--- src/rtl/rf_writeback_queue_if.sv ---
// Producer-side handshake bundle for rf_writeback_queue.
// Carries one offered writeback result per cycle into the queue.
//   in_valid  producer offers a result
//   in_ready  queue can accept this cycle
//   in_reg    destination register index of the offered result
//   in_data   result data
// master = producer (execute/memory stage), slave = the queue.
interface rf_writeback_queue_if #(
    parameter int AW = 4,
    parameter int DW = 16
);
    logic          in_valid;
    logic          in_ready;
    logic [AW-1:0] in_reg;
    logic [DW-1:0] in_data;

    modport master (
        output in_valid,
        output in_reg,
        output in_data,
        input  in_ready
    );

    modport slave (
        input  in_valid,
        input  in_reg,
        input  in_data,
        output in_ready
    );
endinterface

--- src/rtl/rf_writeback_queue.sv ---
// Write-side initiator for the register file. Buffers writeback results in an
// in-order FIFO and drains one per cycle onto the register file write port.
// Also publishes a per-register pending bitmap so decode can stall reads of
// destinations that still have a queued write.
// Ports:
//   clk       rising-edge clock
//   rst       asynchronous, active-low reset
//   push      producer handshake (in_valid/in_ready/in_reg/in_data), slave side
//   wb_hold   1: do not drain this cycle (write port borrowed elsewhere)
//   flush     synchronous clear; queued entries are dropped unwritten
//   DstReg    register file write index
//   WriteReg  register file write enable
//   DstData   register file write data
//   pending   bit r set while a queued entry targets register r
//   count     queue occupancy, 0..DEPTH
module rf_writeback_queue #(
    parameter int DEPTH      = 4,
    parameter int DW         = 16,
    parameter int AW         = 4,
    parameter int DISCARD_R0 = 1
) (
    input  logic                       clk,
    input  logic                       rst,
    rf_writeback_queue_if.slave        push,
    input  logic                       wb_hold,
    input  logic                       flush,
    output logic [AW-1:0]              DstReg,
    output logic                       WriteReg,
    output logic [DW-1:0]              DstData,
    output logic [(2**AW)-1:0]         pending,
    output logic [$clog2(DEPTH+1)-1:0] count
);
    localparam int PW = $clog2(DEPTH);
    localparam int CW = $clog2(DEPTH+1);

    // Storage is deliberately not reset; every output derived from it is
    // gated by occupancy, so stale contents are never visible.
    logic [AW-1:0] reg_mem  [DEPTH];
    logic [DW-1:0] data_mem [DEPTH];

    logic [PW-1:0] wr_ptr;
    logic [PW-1:0] rd_ptr;
    logic [CW-1:0] count_q;

    logic          push_en;
    logic          drain;
    logic          head_is_r0;
    logic [AW-1:0] head_reg;
    logic [DW-1:0] head_data;

    assign push.in_ready = (count_q < CW'(DEPTH));
    // No pass-through: a full queue refuses even when the head pops this cycle.
    assign push_en       = push.in_valid & push.in_ready & ~flush;
    assign drain         = (count_q != '0) & ~wb_hold & ~flush;

    assign head_reg   = reg_mem[rd_ptr];
    assign head_data  = data_mem[rd_ptr];
    assign head_is_r0 = (DISCARD_R0 != 0) && (head_reg == '0);

    // An R0 entry still pops; it just never raises the write enable.
    assign WriteReg = drain & ~head_is_r0;
    assign DstReg   = drain ? head_reg  : '0;
    assign DstData  = drain ? head_data : '0;
    assign count    = count_q;

    always_ff @(posedge clk) begin
        if (push_en) begin
            reg_mem[wr_ptr]  <= push.in_reg;
            data_mem[wr_ptr] <= push.in_data;
        end
    end

    always_ff @(posedge clk or negedge rst) begin
        if (!rst) begin
            wr_ptr  <= '0;
            rd_ptr  <= '0;
            count_q <= '0;
        end else if (flush) begin
            wr_ptr  <= '0;
            rd_ptr  <= '0;
            count_q <= '0;
        end else begin
            if (push_en) begin
                wr_ptr <= wr_ptr + PW'(1);
            end
            if (drain) begin
                rd_ptr <= rd_ptr + PW'(1);
            end
            case ({push_en, drain})
                2'b10:   count_q <= count_q + CW'(1);
                2'b01:   count_q <= count_q - CW'(1);
                default: count_q <= count_q;
            endcase
        end
    end

    // Pending bitmap from registered state only: the head being popped this
    // cycle is still reported, so decode cannot read ahead of the write.
    logic [PW-1:0]      scan_idx;
    logic [(2**AW)-1:0] pend_c;

    always_comb begin
        pend_c   = '0;
        scan_idx = '0;
        for (int i = 0; i < DEPTH; i++) begin
            scan_idx = rd_ptr + PW'(i);
            if (CW'(i) < count_q) begin
                pend_c[reg_mem[scan_idx]] = 1'b1;
            end
        end
        if (DISCARD_R0 != 0) begin
            pend_c[0] = 1'b0;
        end
    end

    assign pending = pend_c;
endmodule

--- src/flat_wrapper.sv ---
// flat-port wrapper written by rule: the top's interface ports become plain ports
module rf_writeback_queue_flat 
#(
    parameter int DEPTH      = 4,
    parameter int DW         = 16,
    parameter int AW         = 4,
    parameter int DISCARD_R0 = 1
)
  (clk, rst, wb_hold, flush, DstReg, WriteReg, DstData, pending, count, push_in_valid, push_in_reg, push_in_data, push_in_ready);
  rf_writeback_queue_if #(.AW(AW), .DW(DW)) push_i ();
  input  logic clk;
  input  logic rst;
  input  logic wb_hold;
  input  logic flush;
  output logic [AW-1:0] DstReg;
  output logic WriteReg;
  output logic [DW-1:0] DstData;
  output logic [(2**AW)-1:0] pending;
  output logic [$clog2(DEPTH+1)-1:0] count;
  input wire logic [$bits(push_i.in_valid)-1:0] push_in_valid;
  input wire logic [$bits(push_i.in_reg)-1:0] push_in_reg;
  input wire logic [$bits(push_i.in_data)-1:0] push_in_data;
  output wire logic [$bits(push_i.in_ready)-1:0] push_in_ready;
  assign push_i.in_valid = push_in_valid;
  assign push_i.in_reg = push_in_reg;
  assign push_i.in_data = push_in_data;
  assign push_in_ready = push_i.in_ready;
  rf_writeback_queue #(.DEPTH(DEPTH), .DW(DW), .AW(AW), .DISCARD_R0(DISCARD_R0)) u_core (.clk(clk), .rst(rst), .push(push_i), .wb_hold(wb_hold), .flush(flush), .DstReg(DstReg), .WriteReg(WriteReg), .DstData(DstData), .pending(pending), .count(count));
endmodule
--- config.mk ---
export PLATFORM = sky130hd
export DESIGN_NAME = rf_writeback_queue_flat
export DESIGN_NICKNAME = d
export VERILOG_FILES = /design/src/rtl/rf_writeback_queue_if.sv /design/src/rtl/rf_writeback_queue.sv /design/src/flat_wrapper.sv
export SDC_FILE = /design/constraint.sdc
export NUM_CORES = 1
export LEC_CHECK = 0
export CAP_MARGIN = 10
export CELL_PAD_IN_SITES_DETAIL_PLACEMENT = 0
export CELL_PAD_IN_SITES_GLOBAL_PLACEMENT = 1
export CORE_AREA = 2 2 132 134
export CTS_CLUSTER_SIZE = 24
export DETAILED_ROUTE_END_ITERATION = 6
export DIE_AREA = 0 0 134 136
export DONT_BUFFER_PORTS = 1
export PLACE_DENSITY_LB_ADDON = 0.1
export SKIP_LAST_GASP = 1
export SYNTH_ARGS = -nofsm -noshare
export SYNTH_HDL_FRONTEND = slang
export SYNTH_SLANG_ARGS = --single-unit
--- constraint.sdc ---
create_clock -name clk -period 2.49 [get_ports clk]
set_clock_uncertainty 0.15 [all_clocks]
set_input_delay 0.6225 -clock clk [delete_from_list [all_inputs] [get_ports clk]]
set_output_delay 0.6225 -clock clk [all_outputs]
set_load 0.005 [all_outputs]
==> flow_metrics.py <==
metrics = {
    "global_route": {
        "grt_usage_pct": 13.09,
        "grt-busiest-layer": "met2",
        "grt.met3_usage_pct": 3.393,
        "grt_use_met2_pct": 21.20,
        "overflow": 0,
        "antenna_found_initial": 0,
        "grt_pass1_wl_mm": 17.57,
        "grt_use_met1_pct": 16.07,
        "first_global_vias": 2971,
        "grt_max_degree": 16,
    },
    "synthesis": {
        "synth.top_cell.area_share_pct": 53.98,
        "synthDistinctLibCells": 48,
        "synth_simple_gate_area_share_pct": 9.868,
        "synth-compound-area-share_pct": 7.563,
        "synth-seq-cells": 87,
        "yosysMostFrequentCell": "edfxtp_1",
        "synth_seq_area_share_pct": 57.91,
        "synthTopCellsByArea": "edfxtp_1, mux4_2, mux4_1",
        "synth_nets": 315,
        "ys.flop_type": "edfxtp_1",
        "yosys_warnings": 0,
        "synth_area_sq_um": 4451,
        "synthMuxAreaShare_pct": 18.30,
        "synthArstFlopShare_pct": 8.046,
        "synth.top_cells.by_count": "edfxtp_1, nor2b_1, mux4_2",
        "avgSynthCellArea_sq_um": 15.78,
        "synth_area_leader_cell": "edfxtp_1",
        "synth_fa_ha_area_share_pct": 2.474,
        "synth_edf_count": 80,
        "syn-instance-count": 282,
        "synth_top_family_by_area": "multiplexers",
        "synthXorXnorAreaFrac_pct": 0.9840,
    },
    "clocking": {
        "cts_tree": "built",
        "clock_path_buffers": 2,
        "path_clk_slew_ns": 0.06,
        "clk_latency_ns": 0.34,
        "clock-sinks": 87,
        "h-tree-depth": 3,
        "clk_root_buffer_cell": "clkbuf_16",
        "cts_inserted_buffers": 9,
    },
    "drt": {
        "viasPerCell": 4.690,
        "vias": 2861,
        "drt_pass1_iterations": 4,
        "drcViolationCount": 0,
        "ant_nets": 0,
        "routed_wirelength_mm": 11.42,
        "drtIter0Drc": 123,
        "drt-wirelength-per-cell_um": 18.71,
    },
    "floorplan": {
        "die_w_um": 134,
        "num_rows": 48,
        "dieArea_sq_um": 18220,
        "initial_utilization_pct": 26.37,
        "io_pins": 66,
        "core_sq_um": 16880,
        "die_y_um": 136,
    },
    "layout": {
        "syn_to_final_growth_pct": 39.75,
        "fin_cells": 610,
        "fin_nets": 414,
        "final_util_pct": 36.86,
        "final_area_sq_um": 6220,
        "drive_gt1_share_pct": 53.25,
        "insertedDiodeCount": 0,
    },
    "status": {
        "violations": "setup timing",
        "status": "finished, violations left",
    },
    "setup_path": {
        "start_kind": "flop",
        "worst-setup-path-type": "reg -> out",
        "cp.arrival_ns": 2.26,
        "cp-end-kind": "output pin",
        "worst_r2r_path_depth": 5,
        "crit_required_ns": 1.72,
        "critPathMaxFanout": 5,
    },
    "timing": {
        "finalSetupTns_ns": -10.48,
        "min_period_over_period_pct": 121.7,
        "drv_slew": 0,
        "finalCriticalPeriod_ns": 3.030,
        "timing.final.ws_setup_ns": -0.5400,
        "rsz0062_at_grt": "true",
        "hold_violations": 0,
        "holdWs_ns": 0.1885,
        "fmax_mhz": 330.0,
        "setup_violations": 34,
    },
    "placed_design": {
        "post_dp_cell_area_sq_um": 5269,
        "hpwl_mm": 8.222,
        "dp_cells": 571,
        "gp_congestion": 0.8159,
        "port_buffers": 0,
    },
    "power_and_ir_drop": {
        "p_leak_nw": 2.184,
        "ir_drop_uv": 334.0,
        "power_density_nw_per_um2": 922.5,
    },
    "flow_run": {
        "drv_cap": 0,
    },
    "worst_hold_path": {
        "min_path_cells": 1,
        "worstHoldPathType": "in -> reg",
    },
}
[cells in the final DEF, fill, tap and decap left out, types with 5 or more instances in the layout]
cell type / instances
a221o_1: 6
and2_1: 5
buf_12: 10
buf_4: 64
buf_6: 24
clkbuf_16: 9
edfxtp_1: 80
ha_1: 7
inv_1: 7
mux4_2: 33
nand2_1: 5
nand3b_1: 5
nor2_1: 10
nor2b_1: 6
nor2b_4: 19
o22ai_1: 9
xnor2_1: 5
[per-stage QoR]
step                      power, mW  setup slack, ns
final                         5.738          -0.5400
after global routing          6.062          -0.5889
after CTS                     5.674          -0.5243
after detailed placement      3.691          -0.2895
after global placement        3.692          -0.2631
after floorplan               2.982         -0.05097
[registers in the layout (all words and copies together) (netlist names)]
| register | cells |
|---|---|
| u_core.count | 3 |
| u_core.rd_ptr | 2 |
| u_core.data_mem | 64 |
| u_core.wr_ptr | 2 |
| u_core.reg_mem | 16 |
[logic make-up (layout without fill, tap and decap cells)]
kind of cell | Yosys count | count (layout)
buffers and inverters | 23 | 126
muxes | 37 | 37
adders and majority gates | 9 | 9
and+or+nand+nor | 76 | 76
AOI/OAI and AO/OA | 44 | 44
other | 1 | 1
DFF | 87 | 87
xor gates and xnor gates | 5 | 5
[area by class of cell]
type,instances,area [sq um]
Timing Repair Buffer,102,1006
Inverter,9,40.04
Fill cell,1586,10660
Clock buffer,9,225.2
Clock inverter,6,68.82
Sequential cell,87,2581
Multi-Input combinational cell,172,2017
Tap cell,225,281.5
[worst paths after layout]
kind                       slack (ns)                              to                         start
min in group asynchronous        0.48     u_core.count[1]$_DFFE_PN0P_                           rst
setup / recovery                -0.54                     pending[10]  u_core.rd_ptr[0]$_DFFE_PN0P_
hold / removal                   0.19     u_core.count[0]$_DFFE_PN0P_                         flush
max in group asynchronous        1.43    u_core.rd_ptr[1]$_DFFE_PN0P_                           rst
setup reg to reg                 0.55  u_core.reg_mem[2][0]$_DFFE_PP_   u_core.count[2]$_DFFE_PN0P_
hold reg to reg                  0.45    u_core.wr_ptr[1]$_DFFE_PN0P_  u_core.wr_ptr[1]$_DFFE_PN0P_
[worst max-delay path, stage by stage, from the launching register on]
cell and delay [ns]:
dfrtp_2 0.40, buf_12 0.13, buf_6 0.10, mux4_2 0.54
or3b_4 0.41, o22ai_1 0.18, a221o_2 0.15
[power breakdown]
part           total (mW)  leakage (nW)  switching [mW]  internal, mW
clock network        1.33         0.142           0.548         0.778
registers            1.76         0.815          0.0593          1.70
logic                2.65          1.23            1.14          1.51
total                5.74          2.18            1.75          3.99
[timing repair]
item	CTS	global route
endpoints found under the setup margin	36	36
resized for setup	93	31
hold buffers	1	0
hold endpoints to repair	7	0
pin swaps	18	11
gates cloned	0	0
buffers inserted	22	10
[per-layer routing]
| layer | routed length (um) | up-vias | part of all wire (%) |
|---|---|---|---|
| met5 | 0 | - | 0 |
| met4 | 336 | 0 | 2.9 |
| met3 | 631 | 20 | 5.5 |
| met2 | 5562 | 73 | 49 |
| met1 | 4885 | 1435 | 43 |
| li1 | - | 1333 | - |
Power figures use the tool's default switching activity.
